## src/rtl/autotype_sequencer.sv

```systemverilog
// Scripted keystroke scheduler: plays a parameter-defined script of reset pulses, key
// presses and waits into the computer's inputs; any physical key aborts it.
module autotype_sequencer #(
   parameter int                 TICK_DIV    = 25000,
   parameter int unsigned        RESET_TICKS = 500,
   parameter int unsigned        PRESS_TICKS = 100,
   parameter int unsigned        GAP_TICKS   = 400,
   parameter int unsigned        STEPS       = 8,
   parameter logic [4*STEPS-1:0] SCRIPT      = 32'h0AAA_E984,
   parameter bit                 AUTOSTART   = 1'b1,
   localparam int unsigned       IdxW        = (STEPS > 1) ? $clog2(STEPS) : 1
) (
   input  logic            clk_i,
   input  logic            reset_i,
   input  logic            start_i,
   input  logic            user_key_any_i,
   output logic            n_reset_out_o,
   output logic            key_b_o,
   output logic            key_c_o,
   output logic            key_enter_o,
   output logic            busy_o,
   output logic            done_o,
   output logic [IdxW-1:0] step_idx_o
);

   localparam int unsigned TdEff    = (TICK_DIV < 1) ? 1 : TICK_DIV;
   localparam int unsigned ResetT   = (RESET_TICKS == 0) ? 1 : RESET_TICKS;
   localparam int unsigned PressT   = (PRESS_TICKS == 0) ? 1 : PRESS_TICKS;
   localparam int unsigned GapT     = (GAP_TICKS == 0) ? 1 : GAP_TICKS;
   localparam int unsigned WaitMax  = 4 * GapT;
   localparam int unsigned Max1     = (ResetT > PressT) ? ResetT : PressT;
   localparam int unsigned TimerMax = (Max1 > WaitMax) ? Max1 : WaitMax;
   localparam int unsigned TimerW   = $clog2(TimerMax + 1);
   localparam int unsigned PreW     = (TdEff > 1) ? $clog2(TdEff) : 1;

   localparam logic [1:0] OpEnd   = 2'b00;
   localparam logic [1:0] OpReset = 2'b01;
   localparam logic [1:0] OpKey   = 2'b10;

   typedef enum logic [2:0] {
      StIdle,
      StFetch,
      StResetHold,
      StPress,
      StGap,
      StDone
   } state_e;

   state_e            state_q, state_d;
   logic [IdxW-1:0]   step_q, step_d;
   logic              past_end_q, past_end_d;
   logic [PreW-1:0]   presc_q, presc_d;
   logic [TimerW-1:0] timer_q, timer_d;
   logic              n_reset_q, n_reset_d;
   logic              key_b_q, key_b_d;
   logic              key_c_q, key_c_d;
   logic              key_enter_q, key_enter_d;
   logic              busy_q, busy_d;
   logic              done_q, done_d;

   logic [3:0] step_code;
   logic [1:0] op;
   logic [1:0] arg;
   logic       tick;
   logic       expire;

   assign step_code = SCRIPT[{step_q, 2'b00} +: 4];
   assign op        = step_code[3:2];
   assign arg       = step_code[1:0];
   assign tick      = (presc_q == PreW'(TdEff - 1));
   assign expire    = tick && (timer_q == TimerW'(1));

   always_comb begin
      state_d    = state_q;
      step_d     = step_q;
      past_end_d = past_end_q;
      presc_d    = presc_q;
      timer_d    = timer_q;

      if (state_q inside {StResetHold, StPress, StGap}) begin
         presc_d = tick ? '0 : presc_q + 1'b1;
         if (tick) begin
            timer_d = timer_q - 1'b1;
         end
      end

      unique case (state_q)
         StIdle: begin
            if (AUTOSTART || start_i) begin
               state_d    = StFetch;
               step_d     = '0;
               past_end_d = 1'b0;
            end
         end
         StFetch: begin
            if (user_key_any_i || past_end_q || (op == OpEnd)) begin
               state_d = StDone;
            end else begin
               presc_d = '0;
               case (op)
                  OpReset: begin
                     state_d = StResetHold;
                     timer_d = TimerW'(ResetT);
                  end
                  OpKey: begin
                     state_d = StPress;
                     timer_d = TimerW'(PressT);
                  end
                  default: begin
                     state_d = StGap;
                     timer_d = TimerW'((32'(arg) + 32'd1) * GapT);
                  end
               endcase
            end
         end
         StResetHold, StPress: begin
            // Abort wins over a timer expiring in the same cycle.
            if (user_key_any_i) begin
               state_d = StDone;
            end else if (expire) begin
               state_d = StGap;
               presc_d = '0;
               timer_d = TimerW'(GapT);
            end
         end
         StGap: begin
            if (user_key_any_i) begin
               state_d = StDone;
            end else if (expire) begin
               state_d = StFetch;
               // Running off the end of the script latches a flag instead of wrapping.
               if (step_q == IdxW'(STEPS - 1)) begin
                  past_end_d = 1'b1;
               end else begin
                  step_d = step_q + 1'b1;
               end
            end
         end
         StDone: begin
            if (start_i) begin
               state_d    = StFetch;
               step_d     = '0;
               past_end_d = 1'b0;
            end
         end
         default: state_d = StIdle;
      endcase
   end

   // Outputs are decoded from the next state so they leave the flops aligned with it.
   always_comb begin
      n_reset_d   = 1'b1;
      key_b_d     = 1'b0;
      key_c_d     = 1'b0;
      key_enter_d = 1'b0;
      busy_d      = 1'b0;
      done_d      = 1'b0;
      unique case (state_d)
         StFetch: begin
            busy_d = 1'b1;
            if (state_q == StIdle) begin
               n_reset_d = n_reset_q;
            end
         end
         StResetHold: begin
            busy_d    = 1'b1;
            n_reset_d = 1'b0;
         end
         StPress: begin
            busy_d      = 1'b1;
            key_b_d     = (arg == 2'd0);
            key_c_d     = (arg == 2'd1);
            key_enter_d = (arg == 2'd2);
         end
         StGap:   busy_d = 1'b1;
         StDone:  done_d = 1'b1;
         default: ;
      endcase
   end

   always_ff @(posedge clk_i or posedge reset_i) begin
      if (reset_i) begin
         state_q     <= StIdle;
         step_q      <= '0;
         past_end_q  <= 1'b0;
         presc_q     <= '0;
         timer_q     <= '0;
         n_reset_q   <= 1'b0;
         key_b_q     <= 1'b0;
         key_c_q     <= 1'b0;
         key_enter_q <= 1'b0;
         busy_q      <= 1'b0;
         done_q      <= 1'b0;
      end else begin
         state_q     <= state_d;
         step_q      <= step_d;
         past_end_q  <= past_end_d;
         presc_q     <= presc_d;
         timer_q     <= timer_d;
         n_reset_q   <= n_reset_d;
         key_b_q     <= key_b_d;
         key_c_q     <= key_c_d;
         key_enter_q <= key_enter_d;
         busy_q      <= busy_d;
         done_q      <= done_d;
      end
   end

   assign n_reset_out_o = n_reset_q;
   assign key_b_o       = key_b_q;
   assign key_c_o       = key_c_q;
   assign key_enter_o   = key_enter_q;
   assign busy_o        = busy_q;
   assign done_o        = done_q;
   assign step_idx_o    = step_q;

endmodule
```

## config.mk

```make
export PLATFORM = sky130hd
export DESIGN_NAME = autotype_sequencer
export DESIGN_NICKNAME = d
export VERILOG_FILES = /design/src/rtl/autotype_sequencer.sv
export SDC_FILE = /design/constraint.sdc
export NUM_CORES = 1
export LEC_CHECK = 0
export ABC_AREA = 1
export BUFFER_PORTS_ARGS = -buffer_cell sky130_fd_sc_hd__clkbuf_2
export CAP_MARGIN = 20
export CORE_AREA = 2 2 70 72
export CTS_BUF_LIST = sky130_fd_sc_hd__clkbuf_4 sky130_fd_sc_hd__clkbuf_8 sky130_fd_sc_hd__clkbuf_16
export DETAILED_ROUTE_END_ITERATION = 8
export DIE_AREA = 0 0 72 74
export GPL_ROUTABILITY_DRIVEN = 0
export MAX_ROUTING_LAYER = met4
export PLACE_DENSITY = 0.83
export SYNTH_ARGS = -nofsm -noshare
export SYNTH_HDL_FRONTEND = slang
export SYNTH_SLANG_ARGS = --single-unit
```

## constraint.sdc

```tcl
create_clock -name clk_i -period 3.6 [get_ports clk_i]
set_input_delay 1.08 -clock clk_i [delete_from_list [all_inputs] [get_ports clk_i]]
set_output_delay 1.08 -clock clk_i [all_outputs]
set_load 0.02 [all_outputs]
```

**Word-level counts from Yosys, hierarchy flattened**

Cells that the tools add are included.

- Logic and storage cells: 90
- Output and inout port bits: 9
- Flip-flop bits (word level): 39

- Equality and inequality tests: 23
- $mul: 1
- Shift-type cells: 1
- Reductions and logical operators: 12
- Muxes and demuxes: 38
- $add $sub $neg: 4

Operators with widths:

| kind | count |
|---|---|
| 15-bit 2-to-1 mux | 5 |
| 11-bit 2-to-1 mux | 5 |
| 11-bit one-hot mux with 2 select lines | 2 |
| 32-bit by 6-bit indexed part select with 4-bit output (first input constant) | 1 |
| 3-bit 2-to-1 mux | 10 |
| 15-bit one-hot mux with 2 select lines | 1 |
| 15-bit by 1-bit adder with 15-bit output (second input constant) | 1 |
| 15-bit == test (second input constant) | 1 |
| 3-bit == test (second input constant) | 5 |
| 3-bit one-hot mux with 5 select lines | 1 |
| 3-bit by 2-bit == test with 1-bit output (second input constant) | 4 |
| 11-bit by 1-bit == test with 1-bit output (second input constant) | 1 |
| 11-bit by 1-bit subtractor with 11-bit output (second input constant) | 1 |
| 1-bit 2-to-1 mux | 10 |
| 2-bit inequality test (second input constant) | 5 |
| 5-bit AND reduction | 2 |
| 3-bit one-hot mux with 3 select lines | 1 |
| 3-bit by 5-bit multiplier with 7-bit output (second input constant) | 1 |
| 3-bit by 1-bit == test with 1-bit output (second input constant) | 2 |
| 3-bit one-hot mux with 2 select lines | 1 |
| 3-bit nonzero test | 2 |
| 2-bit by 1-bit == test with 1-bit output (second input constant) | 2 |
| 2-bit == test (second input constant) | 2 |
| 2-bit zero test | 2 |
| other kinds (10) | 11 |

**Logic depth before layout (Yosys ltp)**

Gate-level depths: netlist of run 1.

- Word-level depth: 8
- Gate-level depth with buffers: 12
- Mapped depth without buffers: 12

**Worst setup path before layout of run 1**

OpenSTA, ideal clock, no wires.

- Path kind: input -> register
- Start point: input port user_key_any_i
- End point: register presc_q[7]
- Slack: 1,522 ps
- Data arrival time: 1,963 ps
- Cell stages on the path: 9
- Buffers on the path: 1
- Cell sequence: nor2_1 > nand3_1 > nand2_1 > nor2_2 > inv_2 > nand2_4 > buf_6 > nand3_1 > inv_1

- Word-level cells in the longest chain between the ends: 4

Ends and longest elaborated chain:

| element | line | source |
|---|---|---|
| start, declared | 16 | `input logic user_key_any_i,` |
| 1-bit logical OR (2 in a row) | 96 | `if (user_key_any_i \|\| past_end_q \|\| (op == OpEnd)) begin` |
| 15-bit 2-to-1 mux | 96 |  |
| 15-bit one-hot mux with 2 select lines (*) | 87 | `unique case (state_q)` |
| net presc_d[7] | 52 | `logic [PreW-1:0] presc_q, presc_d;` |
| end signal, assigned | 198 | `presc_q <= presc_d;` |
| end, declared | 52 |  |

The timed path passes the listed nets; every way through them passes the cells marked *.
A chain may end at the register's enable or synchronous reset.

**Worst setup path in the final report of run 1**

- Start point: input port user_key_any_i
- End point: register busy_q (netlist: busy_o)

- Word-level cells in the longest chain between the ends: 7

Ends and longest elaborated chain:

| element | line | source |
|---|---|---|
| 1-bit logical OR (2 in a row) | 96 |  |
| 3-bit 2-to-1 mux | 96 |  |
| 3-bit one-hot mux with 5 select lines (*) | 87 |  |
| net state_d[1] | 49 | `state_e state_q, state_d;` |
| 3-bit by 1-bit == test with 1-bit output, or another cell as far along | 158 | `unique case (state_d)` |
| 4-bit OR reduction (no line) (*) | -- |  |
| 1-bit 2-to-1 mux (*) | 158 |  |
| net busy_d | 58 | `logic busy_q, busy_d;` |
| end signal, assigned | 204 | `busy_q <= busy_d;` |
| end, declared | 58 |  |

Marks and branches as above.

==> results of run 1 <==
[through the flow]
| stage | worst slack [ns] | utilization | instance area (um^2) | hold slack (ns) |
|---|---|---|---|---|
| floorplan | 1.52 | - | 2690 | 0.486 |
| global placement | 1.32 | 0.610 | 2810 | 0.510 |
| detailed placement | 1.24 | 0.610 | 2810 | 0.515 |
| CTS | 1.54 | 0.635 | 2920 | 0.537 |
| global route | 1.37 | 0.635 | 2920 | 0.581 |
| finish | 1.54 | 0.635 | 2920 | 0.532 |
[how the worst max path moves through the flow]
| stage | to | slack (ns) | cells after the start | start |
|---|---|---|---|---|
| 2_1_floorplan | presc_q[7]$_DFF_PP0_ | 1.52 | 9 | user_key_any_i |
| 5_1_grt | busy_o$_DFF_PP0_ | 1.37 | 10 | user_key_any_i |
| 3_3_place_gp | timer_q[6]$_DFF_PP0_ | 1.32 | 9 | user_key_any_i |
| 6_report | busy_o$_DFF_PP0_ | 1.54 | 10 | user_key_any_i |
| 4_1_cts | step_idx_o[2] | 1.54 | 1 | step_idx_o[2]$_DFFE_PP0P_ |
| 3_5_place_dp | timer_q[6]$_DFF_PP0_ | 1.24 | 9 | user_key_any_i |
[worst max-delay path, cell delays in order]
cell and delay (ns):
clkbuf_2 0.10, nor2_1 0.19, nand3_1 0.10, nand2_1 0.23, nand3_1 0.18, nand2_1 0.15
inv_1 0.06, nand2_1 0.06, nor2_1 0.04, nor2_1 0.09
[kinds of logic (layout without fill, tap and decap cells)]
| family | Yosys count | in the layout | share of synthesized area |
|---|---|---|---|
| xor gates and xnor gates | 9 | 9 | 0.0293 |
| buffers and inverters | 76 | 94 | 0.110 |
| and+or+nand+nor | 225 | 225 | 0.387 |
| DFF | 39 | 39 | 0.363 |
| AOI/OAI and AO/OA | 28 | 28 | 0.0651 |
| adders and majority gates | 10 | 10 | 0.0465 |
[where the power goes]
part	switching (W)	internal, W
Combinational	0.000590	0.000267
Clock	0.000165	0.000206
Sequential	0.0000857	0.000531
[layer usage]
| layer | vias up | part of all wire |
|---|---|---|
| met2 | 48 | 0.49 |
| met5 | - | 0 |
| met4 | 0 | 0.015 |
| li1 | 1247 | - |
| met1 | 1159 | 0.46 |
| met3 | 10 | 0.035 |
[final cells by class]
type                       count  share of cell area
multi-input combinational    272               0.487
clock buffer                   5              0.0236
timing repair buffer          13              0.0232
sequential                    39               0.334
tap                           54              0.0232
clock inverter                 3              0.0150
inverter                      73              0.0939
[Yosys cell counts, types with 2 or more instances]
cell / instances
o211ai_1: 6
ha_1: 10
o21ai_0: 11
nor2_1: 49
nor3_1: 10
a31oi_1: 3
nand3_1: 29
nor2_2: 3
o21ai_1: 3
a21oi_1: 2
nand2_2: 4
dfrtp_1: 39
xnor2_1: 3
nand2_1: 104
inv_2: 7
nand3_2: 5
inv_1: 65
nand4_1: 12
xor2_1: 6
[flip-flops by register name, indices dropped and copies added, names as in the netlist]
register	count
presc_q	15
timer_q	11
state_q	3
step_idx_o	3
busy_o	1
done_o	1
key_b_o	1
key_c_o	1
key_enter_o	1
n_reset_out_o	1
past_end_q	1
==> impl_results.md, run 1 <==
* Antenna Cells at 0
* Crit Reg-Reg Endpoint: timer_q[5]$_DFF_PP0_
* Area of the multi-input gates at roughly 0.0014 mm^2
* Largest net degree at the start of global routing at 40
* Register area share after synthesis at 0.363
* First-pass GRT wire length at 10100 um
* Top_reg_cell synth: dfrtp_1
* Syn Std Cell Area at approximately 0.0027 mm^2
* Layout cells sized above 1 at 0.119
* Top-area cell type share of the netlist area at 0.363
* Max Freq at slightly below 500 MHz
* Starting Density at 0.585
* CTS tree: done
* Post-synth EDFFs at 0
* VDD IR max at between 0.2 and 0.3 mV
* Via density at between 5 and 6
* Ys async rst share at 1.00
* Register area at roughly 1000 um^2
* Clk sinks at 39
* # setup viols final at 0
* Netlist cell types at 35
* Most common cell after layout, fill and taps aside: nand2_1
* Die area at 0.00533 mm^2
* Cell Count Post-Placement at roughly 450
* Final ANT Viol Nets at 0
* Arrival @ worst endpoint at 2.29 ns
* Layout fillers at just under 400
* Rows at 25
* Cells resized by post-CTS repair at 0
* RSZ-0062 raised after global routing: false
* R2R setup slack at roughly 1.6 ns
* Crit path max fanout at 9
* Yosys top cell by area: dfrtp_1
* Slew HR at 0.674
* Met3 GRT Util at 0.0393
* Count of final hold-check violations at 0
* Gr busiest metal: met2
* Synth Net Count at about 400
* Period utilization at 0.571
* Final WL at around 5700 um
* Die width at between 70 and 80 um
* Cts hold-fix bufs at 0
* Final Non-Filler Cells at 459
* Core area at between 0.004 and 0.005 mm^2
* Pre-Repair DR Iteration Count at 4
* Port bufs at 12
* Worst reg2reg path startpoint: presc_q[1]$_DFF_PP0_
* Tot GR Track Use at 0.248
* Die Ht at between 70 and 80 um
* Setup TNS at 0 ns
* Number of CTS-inserted buffers at 5
* CP endpoint kind: register
* # H-tree levels at 2
* Top cells by area, synth: dfrtp_1, nand2_1, inv_1
* Max-Cap Viols at 0
* Grt ovf at 0
* M2 GR Usage at 0.420
* # Post-CTS Setup Buffers at 0
* Pwr/cell area at 632 mW/mm^2
* Most frequent cells in the layout: nand2_1, inv_1, nor2_1, dfrtp_1, nand3_1
* Yosys Warn Count at 0
* CP Class: input port to register
* Detailed placement HPWL at roughly 4300 um
* Avg Cell Area, Syn at between 6 and 7 um^2
* Vias at between 2000 and 2500
* Area Growth Syn to Fin at 8.41%
* Vias in the first global route at between 2000 and 2500
* Hold Crit Class: register to register
* Crit path launch type: input port
* Initial antenna violation count at 0
* Clk_lat worst skew at about 0.30 ns
* Power, Total at about 0.0018 W
* DRC viols at 0
* Clock-pin slew on the worst setup and hold paths at approximately 0.08 ns
* Gate Count Post-Synth at about 390
* CTS max path bufs at 2
* Period minus WS final at between 2 and 2.5 ns
* Crit path required time at 3.83 ns
* Reg2Reg Depth at 11
* Leak Pwr at ~1.6 nW
* DRT iter0 DRCs at roughly 180
* Setup Skew at roughly 0.009 ns
* Wirelength per Cell at 12.4 um
* # IOs at 13
* M1 GR Usage at 0.305
* Outcome: complete, no violations
* Beginning of the worst hold path: n_reset_out_o$_DFFE_PP0P_
* Hold worst-path end: n_reset_out_o$_DFFE_PP0P_
* Slew at the pin closest to its max-slew limit at 0.488 ns
* Clk root buf: clkbuf_8
* Fin. max-slew vios at 0
* Worst Hold Depth at 2
* Nets at between 400 and 500
* Yosys reg bits at 39
(Power assumes the default switching activity.)
==> run 2, diff against run 1 <==
==> constraint.sdc (replaced) <==
create_clock -name clk_i -period 2.1 [get_ports clk_i]
set_input_delay 0.63 -clock clk_i [delete_from_list [all_inputs] [get_ports clk_i]]
set_output_delay 0.63 -clock clk_i [all_outputs]
set_load 0.02 [all_outputs]
==> run 2 against run 1 <==
Cell count increased by 1.1%. Flip-flop and latch count unchanged. Routed wire length increased by 2.7%. Non-clock buffer count increased by 5. First-iteration DRC count decreased by 13%. Via count decreased by 0.45%. Critical path depth unchanged.
==> impl_results.md, run 2 (synthesis gave the netlist of run 1 again) <==
* Outcome: complete, no violations
* Grt ovf at 0
* Leak Pwr at ~1.6 nW
* Most common cell after layout, fill and taps aside: nand2_1
* CTS max path bufs at 2
* Final ANT Viol Nets at 0
* Max Freq at ~550 MHz
* VDD IR max at just over 0.5 mV
* Gr busiest metal: met2
* Die width at 72 um
* Cell Count Post-Placement at 456
* Largest net degree at the start of global routing at 29
* Wirelength per Cell at about 13 um
* Clk root buf: clkbuf_8
* Arrival @ worst endpoint at 2.02 ns
* Period utilization at 0.872
* CP Depth at 10
* Slew HR at 0.646
* Die area at roughly 0.0053 mm^2
* Hold Crit Class: input port to asynchronous set/reset pin
* DRC viols at 0
* CP endpoint kind: register
* CP Class: register to register
* Clk sinks at 39
* Vias at 2453
* Met3 GRT Util at 0.0461
* Slew at the pin closest to its max-slew limit at about 0.53 ns
* Pre-Repair DR Iteration Count at 5
* Number of CTS-inserted buffers at 5
* # setup viols final at 0
* Via density at between 5 and 6
* Largest register FFs at 15
* Core area at about 0.0046 mm^2
* Final Non-Filler Cells at 464
* Cell Chain, Critical Path: nor2_1, nand3_1, nor2_2, nand3_4, nand2_1, nand2_1, nor2_2, o21ai_1, nand2_1, inv_1
* CTS tree: done
* Tot GR Track Use at 0.245
* M2 GR Usage at 0.407
* Setup TNS at 0 ns
* Period minus WS final at 1.83 ns
* Cts hold-fix bufs at 0
* Antenna Cells at 0
* Max-Cap Viols at 0
* Initial antenna violation count at 0
* Top reg by flops: presc_q
* Crit path max fanout at 5
* Crit path required time at ~2.3 ns
* First-pass GRT wire length at 9960 um
* Nets at 423
* Pwr/cell area at around 1100 mW/mm^2
* Detailed placement HPWL at 4470 um
* Power, Total at 0.00322 W
* # H-tree levels at 2
* Fin. max-slew vios at 0
* Worst path buffer plus inverter count at 1
* Crit path launch type: register
* Critical Path Most Common Cell: nand2_1
* Slowest stage cell, crit path: dfrtp_1
* Reg2Reg Depth at 10
* Starting Density at 0.585
* Rows at 25
* M1 GR Usage at 0.305
* Setup Skew at between 0.006 and 0.007 ns
* Die Ht at about 74 um
* Most frequent cells in the layout: nand2_1, inv_1, nor2_1, dfrtp_1, nand3_1
* Area Growth Syn to Fin at 10.6%
* Vias in the first global route at ~2300
* Largest regs: presc_q: 15 flops, timer_q: 11 flops
* Layout cells sized above 1 at 0.132
* # IOs at 13
* Count of final hold-check violations at 0
* Worst path top cell family by delay: simple AND/OR/NAND/NOR gates
* DRT iter0 DRCs at roughly 160
* Clock-pin slew on the worst setup and hold paths at approximately 0.080 ns
* Port bufs at 12
* Clk_lat worst skew at around 0.3 ns
* RSZ-0062 raised after global routing: false
* Final WL at approximately 5800 um
* Max incr delay on CP at 0.43 ns
[run 2: power by group]
part	switching, W	internal (W)
registers	0.000147	0.000910
clock network	0.000273	0.000385
logic	0.00102	0.000478
[run 2: layout make-up]
class / instances / area, um^2
repair buffers: 18 / 118
fillers: 391 / 1620
clock buffers: 6 / 82.6
flip-flops and latches: 39 / 976
well taps: 54 / 67.6
inverters: 73 / 274
multi-input cells: 272 / 1420
clock inverters: 2 / 35.0
[run 2: path summary, 6_finish.rpt]
check	from	end	slack [ns]
max	timer_q[6]$_DFF_PP0_	timer_q[6]$_DFF_PP0_	0.27
min	reset_i	state_q[0]$_DFF_PP0_	0.34
min in group clk_i	timer_q[1]$_DFF_PP0_	timer_q[1]$_DFF_PP0_	0.53
min reg2reg	timer_q[1]$_DFF_PP0_	timer_q[1]$_DFF_PP0_	0.53
max reg2reg	timer_q[6]$_DFF_PP0_	timer_q[6]$_DFF_PP0_	0.27
max in group asynchronous	reset_i	timer_q[1]$_DFF_PP0_	1.22
[run 2: layer usage]
| layer | routed length, um | vias to the layer above |
|---|---|---|
| li1 | - | 1255 |
| met1 | 2590 | 1130 |
| met2 | 2910 | 58 |
| met3 | 276 | 10 |
| met4 | 70 | 0 |
| met5 | 0 | - |
[run 2: through the flow]
stage | setup WS (ns) | hold WS, ns | instance area, um^2 | util
2_1_floorplan | 0.289 | 0.486 | 2690 | -
3_3_place_gp | 0.211 | 0.513 | 2860 | 0.621
3_5_place_dp | 0.159 | 0.518 | 2860 | 0.621
4_1_cts | 0.180 | 0.349 | 2970 | 0.647
5_1_grt | 0.0497 | 0.396 | 2980 | 0.647
6_report | 0.269 | 0.342 | 2980 | 0.647
[run 2: timing repair]
item                                    4_1_cts  5_1_grt
resized for setup                             0        1
setup buffers                                 0        0
endpoints found under the setup margin        0        8
==> run 3, diff against run 2 <==
--- a/config.mk
+++ b/config.mk
@@ -13,7 +13,6 @@
 export DETAILED_ROUTE_END_ITERATION = 8
 export DIE_AREA = 0 0 72 74
 export GPL_ROUTABILITY_DRIVEN = 0
-export MAX_ROUTING_LAYER = met4
 export PLACE_DENSITY = 0.83
 export SYNTH_ARGS = -nofsm -noshare
 export SYNTH_HDL_FRONTEND = slang
==> constraint.sdc (replaced) <==
create_clock -name clk_i -period 2.1 [get_ports clk_i]
set_input_delay 0.63 -clock clk_i [delete_from_list [all_inputs] [get_ports clk_i]]
set_output_delay 0.63 -clock clk_i [all_outputs]
set_load 0.005 [all_outputs]
==> run 3 against run 2 <==
Setup slack lost 0.0075 ns. Global-route usage shrank 0.80 points. Critical path depth is the same. Combinational power is essentially flat. Utilization is the same. Design area is the same. Maximum frequency shrank 0.41%. Largest cell class unchanged. Via count is essentially flat. Total power shrank 1.0%. Routed wire length is essentially flat. Flip-flop and latch count is the same. Clock skew is essentially flat.
==> impl_results.md, run 3 (synthesis gave the netlist of run 1 again) <==
* CP endpoint kind: register
* Layout cells sized above 1 at 0.132
* Period utilization at 0.876
* Largest register FFs at 15
* Sequential share of power at 0.332
* # H-tree levels at 2
* Clk_lat worst skew at ~0.3 ns
* Most frequent cells in the layout: nand2_1, inv_1, nor2_1, dfrtp_1, nand3_1
* Slew HR at 0.646
* P_sw at approximately 0.0014 W
* Clk root buf: clkbuf_8
* Pwr/cell area at around 1100 mW/mm^2
* Tot GR Track Use at 0.237
* Initial antenna violation count at 0
* Die Ht at 74 um
* Outcome: complete, no violations
* Grt ovf at 0
* Number of CTS-inserted buffers at 5
* Arrival @ worst endpoint at 2.03 ns
* Clk sinks at 39
* Layout fillers at 391
* Clk network pwr share at 0.207
* Sw Share at 0.443
* CTS max path bufs at 2
* Final WS setup at 0.261 ns
* Starting Density at 0.585
* Largest regs: presc_q: 15 flops, timer_q: 11 flops
* # Post-CTS Setup Buffers at 0
* Combinational power share at 0.462
* Setup TNS at 0 ns
* Top reg by flops: presc_q
* Clock-pin slew on the worst setup and hold paths at 0.08 ns
* Count of final hold-check violations at 0
* Fin. max-slew vios at 0
* Max Freq at 544 MHz
* DRC viols at 0
* Crit path required time at approximately 2.3 ns
* Port bufs at 12
* Vias in the first global route at roughly 2300
* Period minus WS final at between 1.5 and 2 ns
* Final ANT Viol Nets at 0
* Detailed placement HPWL at 4470 um
* RSZ-0062 raised after global routing: false
* Crit path launch type: register
* Cts hold-fix bufs at 0
* Crit path max fanout at 5
* Setup Skew at about 0.0071 ns
* Setup Slack @ Placement at roughly 0.16 ns
* CP Class: register to register
* Hold Crit Class: input port to asynchronous set/reset pin
* Antenna Cells at 0
* Core area at approximately 0.0046 mm^2
* Cells resized by post-CTS repair at 0
* Largest net degree at the start of global routing at 29
* # IOs at 13
* Area Growth Syn to Fin at 10.6%
* Slew at the pin closest to its max-slew limit at around 0.53 ns
* Power, Total at about 0.0032 W
* Vias at around 2500
* CTS tree: done
* Pre-Repair DR Iteration Count at 4
* Wirelength per Cell at 12.6 um
* Nets at approximately 420
* VDD IR max at about 0.50 mV
* Final WL at approximately 6000 um
* Die width at approximately 72 um
* Die area at 0.00533 mm^2
* DRT iter0 DRCs at between 150 and 200
* Leak Pwr at between 1.5 and 2 nW
* Rows at 25
* Via density at roughly 5.3
* Max-Cap Viols at 0
* # setup viols final at 0
* First-pass GRT wire length at around 9900 um
* Most common cell after layout, fill and taps aside: nand2_1
* Int Power at between 0.0015 and 0.002 W
## run 3: cell counts in the layout (fill, tap and decap cells not counted)
Identical to the previous run, type by type.
## run 3: per-stage QoR
stage	hold slack [ns]	instance area, um^2	utilization	instances
2_1_floorplan	0.486	2690	-	387
3_3_place_gp	0.513	2860	0.621	456
3_5_place_dp	0.518	2860	0.621	456
4_1_cts	0.349	2970	0.647	464
5_1_grt	0.396	2980	0.647	464
6_report	0.342	2980	0.647	464
## run 3: area by class of cell
cell class | instances | area, um^2 | area share
clock buffers | 6 | 82.6 | 0.0278
flip-flops and latches | 39 | 976 | 0.328
well taps | 54 | 67.6 | 0.0227
clock inverters | 2 | 35.0 | 0.0118
repair buffers | 18 | 118 | 0.0395
inverters | 73 | 274 | 0.0921
multi-input cells | 272 | 1420 | 0.478
## run 3: power by group through the flow
stage | clock network (W) | registers [W] | logic [W]
after floorplan | 0 | 0.00103 | 0.00116
after global placement | 0 | 0.00106 | 0.00142
after detailed placement | 0 | 0.00107 | 0.00145
after CTS | 0.000677 | 0.00105 | 0.00147
after global routing | 0.000694 | 0.00108 | 0.00168
final | 0.000658 | 0.00106 | 0.00147
## run 3: path summary, 6_finish.rpt
| kind | startpoint | endpoint | slack (ns) | cells past startpoint |
|---|---|---|---|---|
| max in group asynchronous | reset_i | timer_q[1]$_DFF_PP0_ | 1.22 | 3 |
| min reg2reg | timer_q[1]$_DFF_PP0_ | timer_q[1]$_DFF_PP0_ | 0.53 | 2 |
| max reg2reg | timer_q[6]$_DFF_PP0_ | timer_q[6]$_DFF_PP0_ | 0.26 | 10 |
| min | reset_i | state_q[0]$_DFF_PP0_ | 0.34 | 2 |
| min in group clk_i | timer_q[1]$_DFF_PP0_ | timer_q[1]$_DFF_PP0_ | 0.53 | 2 |
| max | timer_q[6]$_DFF_PP0_ | timer_q[6]$_DFF_PP0_ | 0.26 | 10 |
## run 3: routing by layer
layer  share of wire  track usage  up-vias
met5               0            0        -
met1            0.45        0.304     1126
met3           0.046       0.0461       10
li1                -            -     1255
met4           0.011       0.0776        0
met2            0.50        0.407       61
## run 3: critical path, cell delays in order (launching register included)
cell and delay, ns:
dfrtp_1 0.43, nor2_1 0.28, nand3_1 0.13, nor2_2 0.21, nand3_4 0.13, nand2_1 0.08, nand2_1 0.06, nor2_2 0.18
o21ai_1 0.12, nand2_1 0.08, inv_1 0.04
